--- src/rtl/zxuno_regbus_ctrl.sv ---
// -----------------------------------------------------------------------------
// zxuno_regbus_ctrl
// Front-end controller for the ZX-UNO internal register space.
// Decodes Z80 I/O cycles to the register-address port and register-data port,
// holds the current register address, and generates one strobe per CPU
// access for the register peripherals. Read data from up to NSRC peripherals
// is arbitrated (lowest enabled index wins) onto the single CPU read bus.
//
// Ports:
//   clk, rst_n         clock, synchronous active-low reset
//   cpu_a/cpu_din      CPU address bus / write data
//   iorq_n,m1_n,rd_n,wr_n  Z80 bus control (active-low)
//   src_dout/src_oe_n  packed peripheral read data / per-source enables
//   zxuno_addr         current register address
//   zxuno_regrd        level while a register-data read is in progress
//   zxuno_regwr        one-cycle register-data write pulse
//   zxuno_dout         write data captured with zxuno_regwr
//   regaddr_changed    one-cycle pulse after each address-port write
//   cpu_dout/cpu_oe_n  registered CPU read data / drive enable
//   bus_conflict       sticky flag: multiple sources enabled during a read
// -----------------------------------------------------------------------------
module zxuno_regbus_ctrl #(
    parameter int          NSRC      = 8,
    parameter logic [15:0] ADDR_PORT = 16'hFC3B,
    parameter logic [15:0] DATA_PORT = 16'hFD3B,
    parameter logic [7:0]  INIT_ADDR = 8'h00
) (
    input  logic                clk,
    input  logic                rst_n,
    input  logic [15:0]         cpu_a,
    input  logic [7:0]          cpu_din,
    input  logic                iorq_n,
    input  logic                m1_n,
    input  logic                rd_n,
    input  logic                wr_n,
    input  logic [8*NSRC-1:0]   src_dout,
    input  logic [NSRC-1:0]     src_oe_n,
    output logic [7:0]          zxuno_addr,
    output logic                zxuno_regrd,
    output logic                zxuno_regwr,
    output logic [7:0]          zxuno_dout,
    output logic                regaddr_changed,
    output logic [7:0]          cpu_dout,
    output logic                cpu_oe_n,
    output logic                bus_conflict
);

    typedef enum logic [2:0] {
        ST_IDLE = 3'd0,
        ST_AWR  = 3'd1,
        ST_ARD  = 3'd2,
        ST_DWR  = 3'd3,
        ST_DRD  = 3'd4,
        ST_HOLD = 3'd5
    } state_t;

    state_t      state_r;
    state_t      next_s;

    logic        acc_rd_s;
    logic        acc_wr_s;
    logic        hit_a_s;
    logic        hit_d_s;

    logic [7:0]  arb_dout_s;
    logic        arb_oe_n_s;
    logic        arb_multi_s;

    // Reads keep driving only while the access is still present; an enable
    // that shows up on the cycle the read ends is therefore not captured.
    logic        keep_ard_s;
    logic        keep_drd_s;

    logic [7:0]  zxuno_addr_r;
    logic        zxuno_regrd_r;
    logic        zxuno_regwr_r;
    logic [7:0]  zxuno_dout_r;
    logic        regaddr_changed_r;
    logic [7:0]  cpu_dout_r;
    logic        cpu_oe_n_r;
    logic        bus_conflict_r;

    assign acc_rd_s   = !iorq_n && m1_n && !rd_n && wr_n;
    assign acc_wr_s   = !iorq_n && m1_n && !wr_n && rd_n;
    assign hit_a_s    = (cpu_a == ADDR_PORT);
    assign hit_d_s    = (cpu_a == DATA_PORT);
    assign keep_ard_s = (state_r == ST_ARD) && (next_s == ST_ARD);
    assign keep_drd_s = (state_r == ST_DRD) && (next_s == ST_DRD);

    // Read-source arbiter: lowest enabled index wins, extra enables flag a conflict.
    always_comb begin
        arb_dout_s  = 8'hFF;
        arb_oe_n_s  = 1'b1;
        arb_multi_s = 1'b0;
        for (int i = 0; i < NSRC; i++) begin
            if (!src_oe_n[i] && arb_oe_n_s) begin
                arb_dout_s = src_dout[8*i +: 8];
                arb_oe_n_s = 1'b0;
            end else if (!src_oe_n[i]) begin
                arb_multi_s = 1'b1;
            end else begin
                arb_multi_s = arb_multi_s;
            end
        end
    end

    // Next-state logic; HOLD absorbs the remainder of every access.
    always_comb begin
        next_s = state_r;
        case (state_r)
            ST_IDLE: begin
                if (acc_wr_s && hit_a_s) begin
                    next_s = ST_AWR;
                end else if (acc_rd_s && hit_a_s) begin
                    next_s = ST_ARD;
                end else if (acc_wr_s && hit_d_s) begin
                    next_s = ST_DWR;
                end else if (acc_rd_s && hit_d_s) begin
                    next_s = ST_DRD;
                end else if (acc_rd_s || acc_wr_s) begin
                    next_s = ST_HOLD;
                end else begin
                    next_s = ST_IDLE;
                end
            end
            ST_AWR:  next_s = ST_HOLD;
            ST_DWR:  next_s = ST_HOLD;
            ST_ARD: begin
                if (acc_rd_s && hit_a_s) begin
                    next_s = ST_ARD;
                end else begin
                    next_s = ST_IDLE;
                end
            end
            ST_DRD: begin
                if (acc_rd_s && hit_d_s) begin
                    next_s = ST_DRD;
                end else begin
                    next_s = ST_IDLE;
                end
            end
            ST_HOLD: begin
                if (acc_rd_s || acc_wr_s) begin
                    next_s = ST_HOLD;
                end else begin
                    next_s = ST_IDLE;
                end
            end
            default: next_s = ST_HOLD;
        endcase
    end

    // State register; reset parks in HOLD so an in-flight access is ignored.
    always_ff @(posedge clk) begin
        if (!rst_n) begin
            state_r <= ST_HOLD;
        end else begin
            state_r <= next_s;
        end
    end

    // Registered strobes, captured address/data and CPU read bus.
    always_ff @(posedge clk) begin
        if (!rst_n) begin
            zxuno_addr_r      <= INIT_ADDR;
            zxuno_regrd_r     <= 1'b0;
            zxuno_regwr_r     <= 1'b0;
            zxuno_dout_r      <= 8'h00;
            regaddr_changed_r <= 1'b0;
            cpu_dout_r        <= 8'hFF;
            cpu_oe_n_r        <= 1'b1;
            bus_conflict_r    <= 1'b0;
        end else begin
            regaddr_changed_r <= (next_s == ST_AWR);
            zxuno_regwr_r     <= (next_s == ST_DWR);
            zxuno_regrd_r     <= (next_s == ST_DRD);
            if (next_s == ST_AWR) begin
                zxuno_addr_r <= cpu_din;
            end
            if (next_s == ST_DWR) begin
                zxuno_dout_r <= cpu_din;
            end
            if (keep_ard_s) begin
                cpu_dout_r <= zxuno_addr_r;
                cpu_oe_n_r <= 1'b0;
            end else if (keep_drd_s) begin
                cpu_dout_r <= arb_dout_s;
                cpu_oe_n_r <= arb_oe_n_s;
            end else begin
                cpu_dout_r <= 8'hFF;
                cpu_oe_n_r <= 1'b1;
            end
            if (next_s == ST_AWR) begin
                bus_conflict_r <= 1'b0;
            end else if (keep_drd_s && arb_multi_s) begin
                bus_conflict_r <= 1'b1;
            end
        end
    end

    assign zxuno_addr      = zxuno_addr_r;
    assign zxuno_regrd     = zxuno_regrd_r;
    assign zxuno_regwr     = zxuno_regwr_r;
    assign zxuno_dout      = zxuno_dout_r;
    assign regaddr_changed = regaddr_changed_r;
    assign cpu_dout        = cpu_dout_r;
    assign cpu_oe_n        = cpu_oe_n_r;
    assign bus_conflict    = bus_conflict_r;

endmodule

--- config.mk ---
export PLATFORM = sky130hd
export DESIGN_NAME = zxuno_regbus_ctrl
export DESIGN_NICKNAME = d
export VERILOG_FILES = /design/src/rtl/zxuno_regbus_ctrl.sv
export SDC_FILE = /design/constraint.sdc
export NUM_CORES = 1
export LEC_CHECK = 0
export BUFFER_PORTS_ARGS = -buffer_cell sky130_fd_sc_hd__clkbuf_2
export CAP_MARGIN = 30
export CELL_PAD_IN_SITES_DETAIL_PLACEMENT = 1
export CELL_PAD_IN_SITES_GLOBAL_PLACEMENT = 1
export CORE_MARGIN = 4
export CORE_UTILIZATION = 31
export CTS_BUF_LIST = sky130_fd_sc_hd__clkbuf_8
export CTS_CLUSTER_DIAMETER = 80
export DETAILED_ROUTE_END_ITERATION = 7
export GPL_TIMING_DRIVEN = 1
export PLACE_DENSITY_LB_ADDON = 0.05
export REMOVE_ABC_BUFFERS = 1
export SLEW_MARGIN = 10
export SYNTH_ARGS = -nofsm -noshare
export SYNTH_HDL_FRONTEND = slang
export SYNTH_SLANG_ARGS = --single-unit
--- constraint.sdc ---
create_clock -name clk -period 5.7 [get_ports clk]
set_input_delay 1.14 -clock clk [delete_from_list [all_inputs] [get_ports clk]]
set_output_delay 1.14 -clock clk [all_outputs]
set_load 0.005 [all_outputs]
# ---- Word-level counts from Yosys, hierarchy flattened
# Cells that the tools add are included.
# W data, S select, Z words.
dict set report op_classes {
  mux 42
  bitwise 1
  magnitude_cmp 0
  n_shift 0
  n_reduce_logical 32
  add_sub_neg 0
  eq_ne 9
  multipliers 0
  div 0
}
# op count
set op_table {}
lappend op_table {{$mux W8} 10}
lappend op_table {{$eq A16 B16 Y1 const B} 2}
lappend op_table {{$mux W1} 24}
lappend op_table {{$logic_and A1 B1 Y1} 19}
lappend op_table {{$mux W3} 6}
lappend op_table {{$pmux W3 S4} 1}
lappend op_table {{$logic_not A1 Y1} 10}
lappend op_table {{$eq A3 B2 Y1 const B} 3}
lappend op_table {{$eq A3 B3 Y1 const B} 3}
lappend op_table {{$eq A3 B1 Y1 const B} 1}
lappend op_table {{$logic_not A3 Y1} 1}
lappend op_table {{$mux W2} 1}
lappend op_table {{$reduce_or A2 Y1} 1}
lappend op_table {{$logic_or A1 B1 Y1} 1}
lappend op_table {{$not A1 Y1} 1}
dict set report word_totals {
  romBits 0
  output_inout_bits 29
  input_bits 102
  n_memories 0
  ramBits 0
  regBits 32
  word_cells 93
  latch_bits 0
}

# ---- Depth between registers and ports, before layout
# Gate-level depths: netlist (run 1).
dict set report logic_depth {
  depth_word 17
  ltp_mapped 8
  depth_no_buf 6
}

# ---- Worst setup path before layout (run 1)
# Ideal clock, no wire load.
dict set report synth_path {
  path_kind {input port to flip-flop}
  start {input cpu_a[7]}
  end {register zxuno_addr_r[0] (netlist: zxuno_addr[0])}
  n_path_buf 1
  required_ps 5581
  setup_slack_ps 3032
  setup_ps 119
  t_arrival_ps 2549
  cell_stages 7
  path_cell_list {and4bb_1 > nand4_2 > or3_1 > and3_4 > and3b_1 > buf_6 > mux2i_1}
}
dict set report synth_between {
  elab_chain_cells 8
  elab_cells_between_ends 14
  cone_classes {eq/ne (3); mux (7); reduce/logical (4)}
}
# element line
set synth_rtl {}
lappend synth_rtl {{start, declared} 30} ;# input logic [15:0] cpu_a,
lappend synth_rtl {{$eq A16 B16 Y1} 86} ;# assign hit_d_s = (cpu_a == DATA_PORT);
lappend synth_rtl {{$logic_and A1 B1 Y1} {118, 136}}
lappend synth_rtl {{$mux W3} 118} ;# end else if (acc_rd_s && hit_d_s) begin
lappend synth_rtl {{$mux W3} 116} ;# end else if (acc_wr_s && hit_d_s) begin
lappend synth_rtl {{$mux W3} 114} ;# end else if (acc_rd_s && hit_a_s) begin
lappend synth_rtl {{$mux W3} 112} ;# if (acc_wr_s && hit_a_s) begin
lappend synth_rtl {{$pmux W3 S4 (*)} 110} ;# case (state_r)
lappend synth_rtl {{$eq A3 B1 Y1 (*)} 177} ;# if (next_s == ST_AWR) begin
lappend synth_rtl {{end signal, assigned} 178} ;# zxuno_addr_r <= cpu_din;
lappend synth_rtl {{end, declared} 74} ;# logic [7:0] zxuno_addr_r;
# Mark *: on every way between the ends. The rest lies on a longest branch, timed or not.
# A chain may end at the register's enable or synchronous reset.

# ---- Final worst setup path (run 1)
dict set report layout_path {
  start {input src_oe_n[0]}
  end {register cpu_dout_r[5] (netlist: cpu_dout[5])}
}
dict set report layout_between {
  elab_chain_cells 17
  elab_cells_between_ends 24
  cone_classes {mux (17); reduce/logical (7)}
}
# element line
set layout_rtl {}
lappend layout_rtl {{start, declared} 37} ;# input logic [NSRC-1:0] src_oe_n,
lappend layout_rtl {{$mux W1} 96} ;# if (!src_oe_n[i] && arb_oe_n_s) begin
lappend layout_rtl {{$logic_and A1 B1 Y1} 96}
lappend layout_rtl {{$mux W1} 96}
lappend layout_rtl {{$logic_and A1 B1 Y1} 96}
lappend layout_rtl {{$mux W1} 96}
lappend layout_rtl {{$logic_and A1 B1 Y1} 96}
lappend layout_rtl {{$mux W1} 96}
lappend layout_rtl {{$logic_and A1 B1 Y1} 96}
lappend layout_rtl {{$mux W1} 96}
lappend layout_rtl {{$logic_and A1 B1 Y1} 96}
lappend layout_rtl {{$mux W1} 96}
lappend layout_rtl {{$logic_and A1 B1 Y1} 96}
lappend layout_rtl {{$mux W1} 96}
lappend layout_rtl {{$logic_and A1 B1 Y1} 96}
lappend layout_rtl {{$mux W8 (*)} 96}
lappend layout_rtl {{$mux W8 (*)} 186} ;# end else if (keep_drd_s) begin
lappend layout_rtl {{$mux W8 (*)} 183} ;# if (keep_ard_s) begin
lappend layout_rtl {{end signal, assigned} 184} ;# cpu_dout_r <= zxuno_addr_r;
lappend layout_rtl {{end signal, assigned} 187} ;# cpu_dout_r <= arb_dout_s;
lappend layout_rtl {{end, declared} 79} ;# logic [7:0] cpu_dout_r;
# Marks and branches as above.

==> out/metrics.csv, run 1 <==
metric;value;unit
run status;complete, no violations;
count of flip-flops with a built-in enable after synthesis;0;
final WL;6940;um
critical path type;in2reg;
cell taking the most area after synthesis;dfxtp_1;
Longest Clk Path Bufs;2;
Relative slew margins;59.7;%
slowest CP cell;nor4b_1;
TritonCTS clock tree;done;
most used standard cells in the synthesized netlist;nand2_1, dfxtp_1, nor2_1;
cell count after placement;431;
number of cells traversed by the worst hold path;2;
FF-to-FF Start;state_r[0];
clock input transition at the sequential cells of the worst setup and hold paths;0.06;ns
synthesis-to-layout area growth;42.8;%
clock tree root buffer cell;clkbuf_8;
initial antenna violation count;0;
worst slack after detailed placement;2.49;ns
worst ir drop on vdd;151;uV
worst reg-to-reg path cell count;5;
final weighted congestion in routability-driven placement;0.830;
drt first pass iters;4;
initial core utilization;31.9;%
share of the clock period used by the worst path;51.6;%
FF/Latch Area;641;um2
Setup Viol. Count Final;0;
final standard cell count with taps included and fillers excluded;440;
WP data arrival;3.07;ns
crit path time final;2.94;ns
post-route worst setup slack;2.76;ns
Fin Setup TNS;0;ns
die area;7410;um2
standard-cell rows;28;
clock latency on the worst-skew pair;0.28;ns
via count of the first global-routing pass;2301;
Synth cell types;42;
antenna viol nets, final;0;
flops & latches, synth;32;
share of post-route cells with drive strength above 1;40.3;%
required time of the critical path;5.83;ns
CP endpoint kind;register;
worst setup skew after layout;0.00789;ns
width of the die;86.1;um
multi-input gate area in the final layout;1180;um2
reg-to-reg critical path endpoint;cpu_dout[5];
global-route wire length before repair;10800;um
slack of the worst reg-to-reg path;3.62;ns
DRC violation total after the first TritonRoute iteration;67;
highest cell delay on the worst timing path;0.64;ns
Leakage;1.34;nW
net count of the finished layout;466;
post-cts gate resize count;0;
H-Tree Level Count;2;
half-perimeter wire length after detailed placement;5740;um
Via-to-Cell Ratio;5.12;
pin slew with the least headroom to its limit;0.597;ns
core area;5920;um2
Fmax;0.340;GHz
most frequently used flop master after synthesis;dfxtp_1;
die outline height;86.1;um
Worst Hold Launch;zxuno_addr[4];
unrepaired setup endpoints after global routing;false;
number of antenna repair diodes;0;
total clock buffers created by CTS;5;
cell area after synthesis;1890;um2
final hold vios;0;
kind of path behind the tightest hold check;reg2reg;
Cell Chain, Critical Path;clkbuf_2, nand4_1, nor4b_1, nand3_1, o22ai_1, a31oi_1;
Routed WL per cell;15.8;um
Post-CTS Hold Buffers;0;
number of placed I/O pins;131;
yosys warns;0;
average cell area after synthesis;7.91;um2
Clock Sink Count;32;
area share of the largest cell type after synthesis;33.9;%
most instantiated library cell after synthesis;nand2_1;
Post-CTS Repair Setup Buffers;0;
number of fill cells in the layout;798;
global-route usage over all layers;18.4;%
leading cell types by total area after synthesis;dfxtp_1, mux2i_1, nand2_1, o22ai_1, nor2_1;
fraction of registers with async set/reset;0;%
launching element type of the critical path;input port;
PwrDens;205;nW/um2
maximum fanout along the worst path;19;
DRC errors left;0;
remaining global-route overflow;0;
sequential cell area fraction in the yosys report;33.9;%
total via count in the routed design;2253;
count of max-cap constraint violations;0;
maximum number of pins on one net before global-route repair;20;
IO Port Bufs;130;
Min-Delay Endpoint;zxuno_addr[4];
max-slew violations;0;
Post-Synthesis Cells;239;
-- kinds of logic after synthesis --
family / after synthesis / synth area share, %
AND/OR/NAND/NOR: 110 / 30.5
buffers and inverters: 16 / 3.77
multiplexers: 16 / 8.48
flip-flops: 32 / 33.9
AO/OA/AOI/OAI: 63 / 22.3
adder cells (fa/ha/maj): 2 / 1.06
-- metal layers --
metal	GRT usage, %	wire length (um)
met1	22.6	2990
met2	31.6	3300
met3	4.71	559
met4	4.89	95
met5	0	0
-- stage by stage --
| step | hold WS [ns] | area (um2) | total power, mW | utilization (%) |
|---|---|---|---|---|
| 2_1_floorplan | 0.464 | 1830 | 0.287 | - |
| 3_3_place_gp | 0.463 | 2580 | 0.348 | 43.6 |
| 3_5_place_dp | 0.475 | 2580 | 0.349 | 43.6 |
| 4_1_cts | 0.484 | 2690 | 0.563 | 45.4 |
| 5_1_grt | 0.516 | 2700 | 0.581 | 45.6 |
| 6_report | 0.483 | 2700 | 0.554 | 45.6 |
-- registers in the layout (all words and copies together) (netlist names) --
| register | flops |
|---|---|
| bus_conflict | 1 |
| cpu_dout | 8 |
| cpu_oe_n | 1 |
| regaddr_changed | 1 |
| state_r | 3 |
| zxuno_addr | 8 |
| zxuno_dout | 8 |
| zxuno_regrd | 1 |
| zxuno_regwr | 1 |
-- power breakdown --
part	switching [mW]	internal [mW]	total, mW
clock network	0.0820	0.128	0.210
registers	0.00677	0.231	0.238
logic	0.0509	0.0549	0.106
-- layout by cell type (no fill, tap or decap), types with 2 or more instances in the layout --
cell,count
nor2_1,24
a21oi_1,12
a211o_1,8
clkbuf_8,5
nor3b_1,3
o221ai_1,8
a31oi_1,8
clkbuf_2,130
and3_1,3
o22ai_1,16
inv_1,4
nand2_1,42
dfxtp_1,32
and4_1,2
mux2i_1,16
nand2b_1,2
nand3_1,3
nor2b_1,11
nor3b_2,2
nand4_1,2
maj3_1,2
nor3_1,2
nor3_2,2
o21ai_0,6
-- worst max-delay path: cells and delay by family --
kind | cells | cell delay (ns)
buffers and inverters | 1 | 0.29
AND/OR/NAND/NOR | 3 | 1.31
AO/OA/AOI/OAI | 2 | 0.33
-- layout make-up --
class / count / area share [%]
Clock buffer: 5 / 2.55
Clock inverter: 3 / 1.44
Inverter: 3 / 0.417
Multi-Input combinational cell: 191 / 43.8
Sequential cell: 32 / 23.7
Tap cell: 75 / 3.48
Timing Repair Buffer: 131 / 24.5
-- how the worst max path moves through the flow --
| stage | startpoint | to | slack, ns | cells past startpoint |
|---|---|---|---|---|
| 6_report | src_oe_n[0] | cpu_dout[5] | 2.76 | 6 |
| 5_1_grt | src_oe_n[0] | cpu_dout[5] | 2.60 | 6 |
| 4_1_cts | src_oe_n[0] | cpu_dout[5] | 2.74 | 6 |
| 3_5_place_dp | src_oe_n[0] | cpu_dout[4] | 2.49 | 6 |
| 3_3_place_gp | src_oe_n[0] | cpu_dout[3] | 2.54 | 6 |
| 2_1_floorplan | cpu_a[7] | zxuno_addr[0] | 2.97 | 6 |
No activity file was read; power rests on OpenSTA's default activity.
==> run 2, diff against run 1 <==
- CORE_UTILIZATION: 31 -> 28
- clock period: 5.7 -> 2.76 ns (I/O delays scaled with it)
==> run 2 against run 1 <==
  * Critical endpoint is now zxuno_addr[4]
  * Largest power group unchanged
  * Wire length increased by 5.4%
  * Highest routed layer unchanged
  * Power increased by 98%
  * Register-to-register slack got worse by 2.9 ns
==> out/metrics.csv, run 2 (synthesis gave the netlist of run 1 again) <==
metric;value;unit
net count of the finished layout;471;
total via count in the routed design;2310;
power share of the combinational group;20.3;%
global-route usage over all layers;17.8;%
die outline height;90.1;um
critical path type;in2reg;
DRC errors left;0;
Longest Clk Path Bufs;2;
remaining global-route overflow;0;
Fin Setup TNS;0;ns
clock share of power;34.6;%
H-Tree Level Count;2;
highest cell delay on the worst timing path;0.43;ns
net switching power;301;uW
FF-to-FF Start;state_r[0];
CP endpoint kind;register;
final WL;7320;um
required time of the critical path;2.90;ns
IO Port Bufs;130;
PwrDens;402;nW/um2
synthesis-to-layout area growth;44.0;%
Relative slew margins;62.4;%
Routed WL per cell;16.4;um
Via-to-Cell Ratio;5.17;
Fmax;0.467;GHz
post-cts gate resize count;0;
most frequent standard cell in the layout excluding fill and tap cells;clkbuf_2;
initial core utilization;29.3;%
clock input transition at the sequential cells of the worst setup and hold paths;0.07;ns
number of antenna repair diodes;0;
Post-CTS Repair Setup Buffers;0;
unrepaired setup endpoints after global routing;false;
drt first pass iters;4;
kind of path behind the tightest hold check;reg2reg;
final hold vios;0;
maximum fanout along the worst path;9;
initial antenna violation count;0;
most frequent cells in the layout;clkbuf_2, nand2_1, dfxtp_1;
standard-cell rows;29;
max-slew violations;0;
switching power as a share of total power;27.5;%
worst slack after detailed placement;0.329;ns
crit path time final;2.14;ns
via count of the first global-routing pass;2431;
Cell Chain, Critical Path;clkbuf_2, and4bb_1, nand4_2, or3_1, and3_4, and3b_1, mux2i_1;
WP data arrival;2.28;ns
worst ir drop on vdd;220;uV
Leakage;1.36;nW
share of post-route cells with drive strength above 1;41.1;%
number of placed I/O pins;131;
start point of the critical path;cpu_a[7];
Clock Sink Count;32;
run status;complete, no violations;
share of the clock period used by the worst path;77.6;%
Setup Viol. Count Final;0;
width of the die;90.1;um
antenna viol nets, final;0;
global-route wire length before repair;12000;um
Post-CTS Hold Buffers;0;
maximum number of pins on one net before global-route repair;19;
part of the total power dissipated in sequential elements;45.1;%
count of max-cap constraint violations;0;
pin slew with the least headroom to its limit;0.565;ns
Worst Hold Launch;zxuno_addr[7];
slowest CP cell;or3_1;
TritonCTS clock tree;done;
half-perimeter wire length after detailed placement;6090;um
core area;6460;um2
DRC violation total after the first TritonRoute iteration;79;
final weighted congestion in routability-driven placement;0.764;
worst setup skew after layout;0.00995;ns
die area;8130;um2
clock latency on the worst-skew pair;0.28;ns
launching element type of the critical path;input port;
post-route worst setup slack;0.619;ns
total clock buffers created by CTS;5;
clock tree root buffer cell;clkbuf_8;
internal power;793;uW
number of fill cells in the layout;851;
-- run 2: routing by layer --
layer  vias to the layer above  routed length [um]  track usage (%)
li1                       1143                   -                -
met1                      1071                3420             23.3
met2                        90                3310             28.9
met3                         6                 531             5.26
met4                         0                  58             3.83
met5                         -                   0                0
-- run 2: area by class of cell --
| type | count | area [um2] | area share [%] |
|---|---|---|---|
| Sequential cell | 32 | 641 | 23.6 |
| Clock inverter | 2 | 11.3 | 0.414 |
| Clock buffer | 6 | 82.6 | 3.04 |
| Tap cell | 77 | 96.3 | 3.54 |
| Inverter | 3 | 11.3 | 0.414 |
| Multi-Input combinational cell | 191 | 1180 | 43.5 |
| Timing Repair Buffer | 136 | 696 | 25.6 |
-- run 2: metrics by stage --
step           cell area [um2]  power (mW)  util (%)  instances  hold WS [ns]
6_report                  2720        1.09      42.1        447         0.488
2_1_floorplan             1830       0.592         -        226         0.464
4_1_cts                   2720        1.11      42.1        447         0.498
5_1_grt                   2720        1.15      42.1        447         0.513
3_5_place_dp              2630       0.728      40.7        439         0.485
3_3_place_gp              2630       0.724      40.7        439         0.473
-- run 2: worst paths after layout --
check	to	slack [ns]	cells after the start
worst max-delay path	zxuno_addr[4]	0.62	7
worst min-delay path	zxuno_addr[7]	0.49	2
worst max register to register	zxuno_addr[4]	0.68	6
worst min register to register	zxuno_addr[7]	0.49	2
-- run 2: power by group through the flow --
stage               logic [mW]  registers [mW]  clock network [mW]
floorplan               0.0928           0.499                   0
global placement         0.220           0.504                   0
detailed placement       0.224           0.504                   0
CTS                      0.225           0.494               0.390
global route             0.250           0.496               0.408
finish                   0.222           0.493               0.379
-- run 2: worst max-delay path, delay by kind of cell --
family	cells	cell delay [ns]
AND/OR/NAND/NOR	5	1.44
multiplexers	1	0.20
buffers and inverters	1	0.08
==> run 3, diff against run 2 <==
- clock period: 2.76 -> 2.1 ns (I/O delays scaled with it)
==> run 3 against run 2 <==
  * Global-route usage down 0.064 points
  * Power rose by 41%
  * Cell count rose by 3.1%
  * Largest power group unchanged
  * Cell area is 4.4% higher
  * Via count increased by 1.6%
  * Critical endpoint is now zxuno_addr[3]
  * Non-clock buffer count is 14 higher
==> out/metrics.csv, run 3 (synthesis gave the netlist of run 1 again) <==
metric;value;unit
crit path time final;1.94;ns
kind of path behind the tightest hold check;in2reg;
clock latency on the worst-skew pair;0.29;ns
die area;8130;um2
width of the die;90.1;um
clock tree root buffer cell;clkbuf_8;
PwrDens;542;nW/um2
post-cts gate resize count;0;
sum of internal, switching and leakage power;1.54;mW
Post-CTS Repair Setup Buffers;0;
Leakage;1.44;nW
half-perimeter wire length after detailed placement;6140;um
max-slew violations;0;
DRC violation total after the first TritonRoute iteration;72;
maximum number of pins on one net before global-route repair;19;
maximum fanout along the worst path;9;
clock input transition at the sequential cells of the worst setup and hold paths;0.08;ns
drt first pass iters;4;
final standard cell count with taps included and fillers excluded;461;
worst setup skew after layout;0.0143;ns
Longest Clk Path Bufs;2;
most frequent cells in the layout;clkbuf_2, nand2_1, dfxtp_1;
antenna viol nets, final;0;
worst ir drop on vdd;371;uV
die outline height;90.1;um
net count of the finished layout;485;
worst reg-to-reg path cell count;6;
final WL;7300;um
highest cell delay on the worst timing path;0.41;ns
global-route wire length before repair;11900;um
required time of the critical path;2.26;ns
Fin Setup TNS;0;ns
Via-to-Cell Ratio;5.09;
launching element type of the critical path;register;
Non-Filler Cell Area, Final;2840;um2
total via count in the routed design;2347;
initial core utilization;29.3;%
Setup Viol. Count Final;0;
run status;complete, no violations;
logic depth of the worst setup path including buffers;6;
worst hold slack across all endpoints;0.373;ns
cell count after placement;453;
CP Buf/Inv Count;0;
CP endpoint kind;register;
H-Tree Level Count;2;
number of antenna repair diodes;0;
share of post-route cells with drive strength above 1;43.5;%
total clock buffers created by CTS;5;
via count of the first global-routing pass;2391;
DRC errors left;0;
TritonCTS clock tree;done;
IO Port Bufs;130;
final hold vios;0;
Clock Sink Count;32;
synthesis-to-layout area growth;50.3;%
unrepaired setup endpoints after global routing;false;
critical path type;reg2reg;
core area;6460;um2
WP data arrival;2.10;ns
most frequent standard cell in the layout excluding fill and tap cells;clkbuf_2;
remaining global-route overflow;0;
initial antenna violation count;0;
standard-cell rows;29;
global-route usage over all layers;17.7;%
final weighted congestion in routability-driven placement;0.811;
cell area after placement;2730;um2
share of the clock period used by the worst path;92.4;%
number of cells traversed by the worst hold path;3;
Relative slew margins;79.2;%
Cell Chain, Critical Path;and4b_1, nand4_2, or3_1, and3_4, and3b_2, mux2i_1;
number of placed I/O pins;131;
dominant delay contributor by cell family on the critical path;simple AND/OR/NAND/NOR gates;
Routed WL per cell;15.8;um
pin slew with the least headroom to its limit;0.311;ns
count of max-cap constraint violations;0;
slowest CP cell;or3_1;
Fmax;0.515;GHz
Post-CTS Hold Buffers;0;
-- run 3: cell types whose count changed in the layout (fill, tap and decap cells not counted), sizes merged --
cell      before  now
bufinv         0    1
buf            6   20
clkinv         0    1
clkbuf       136  135
clkinvlp       1    0
-- run 3: path summary, 6_finish.rpt --
path                 start             to  slack, ns
min             cpu_din[4]  zxuno_dout[4]       0.37
max reg2reg     state_r[0]  zxuno_addr[3]       0.16
min reg2reg  zxuno_addr[7]  zxuno_addr[7]       0.49
max             state_r[0]  zxuno_addr[3]       0.16
-- run 3: final cells by class --
type / count / area, um2
Clock inverter: 3 / 38.8
Multi-Input combinational cell: 191 / 1180
Inverter: 3 / 11.3
Clock buffer: 5 / 68.8
Tap cell: 77 / 96.3
Timing Repair Buffer: 150 / 801
Sequential cell: 32 / 641
Fill cell: 860 / 3620
-- run 3: worst register-to-register path, cell delays in order, from the launching register on --
cell	delay, ns
dfxtp_1	0.34
and4b_1	0.26
nand4_2	0.13
or3_1	0.41
and3_4	0.20
and3b_2	0.31
mux2i_1	0.16
-- run 3: stage by stage --
stage                     util, %  setup WS (ns)
after detailed placement     42.3         -0.126
after CTS                    44.0         0.0496
after global placement       42.3        -0.0772
after floorplan                 -         0.0922
after global routing         44.0         0.0462
final                        44.0          0.159
-- run 3: metal layers --
| metal | up-vias | GRT usage (%) | part of all wire (%) |
|---|---|---|---|
| met5 | - | 0 | 0 |
| li1 | 1168 | - | - |
| met1 | 1079 | 22.9 | 47 |
| met3 | 9 | 5.68 | 7.9 |
| met4 | 0 | 5.36 | 1.2 |
| met2 | 91 | 28.2 | 44 |
-- run 3: power breakdown --
part / leakage [nW] / internal, mW / switching (mW)
Sequential: 0.260 / 0.627 / 0.0197
Clock: 0.0593 / 0.347 / 0.236
Combinational: 1.12 / 0.167 / 0.143
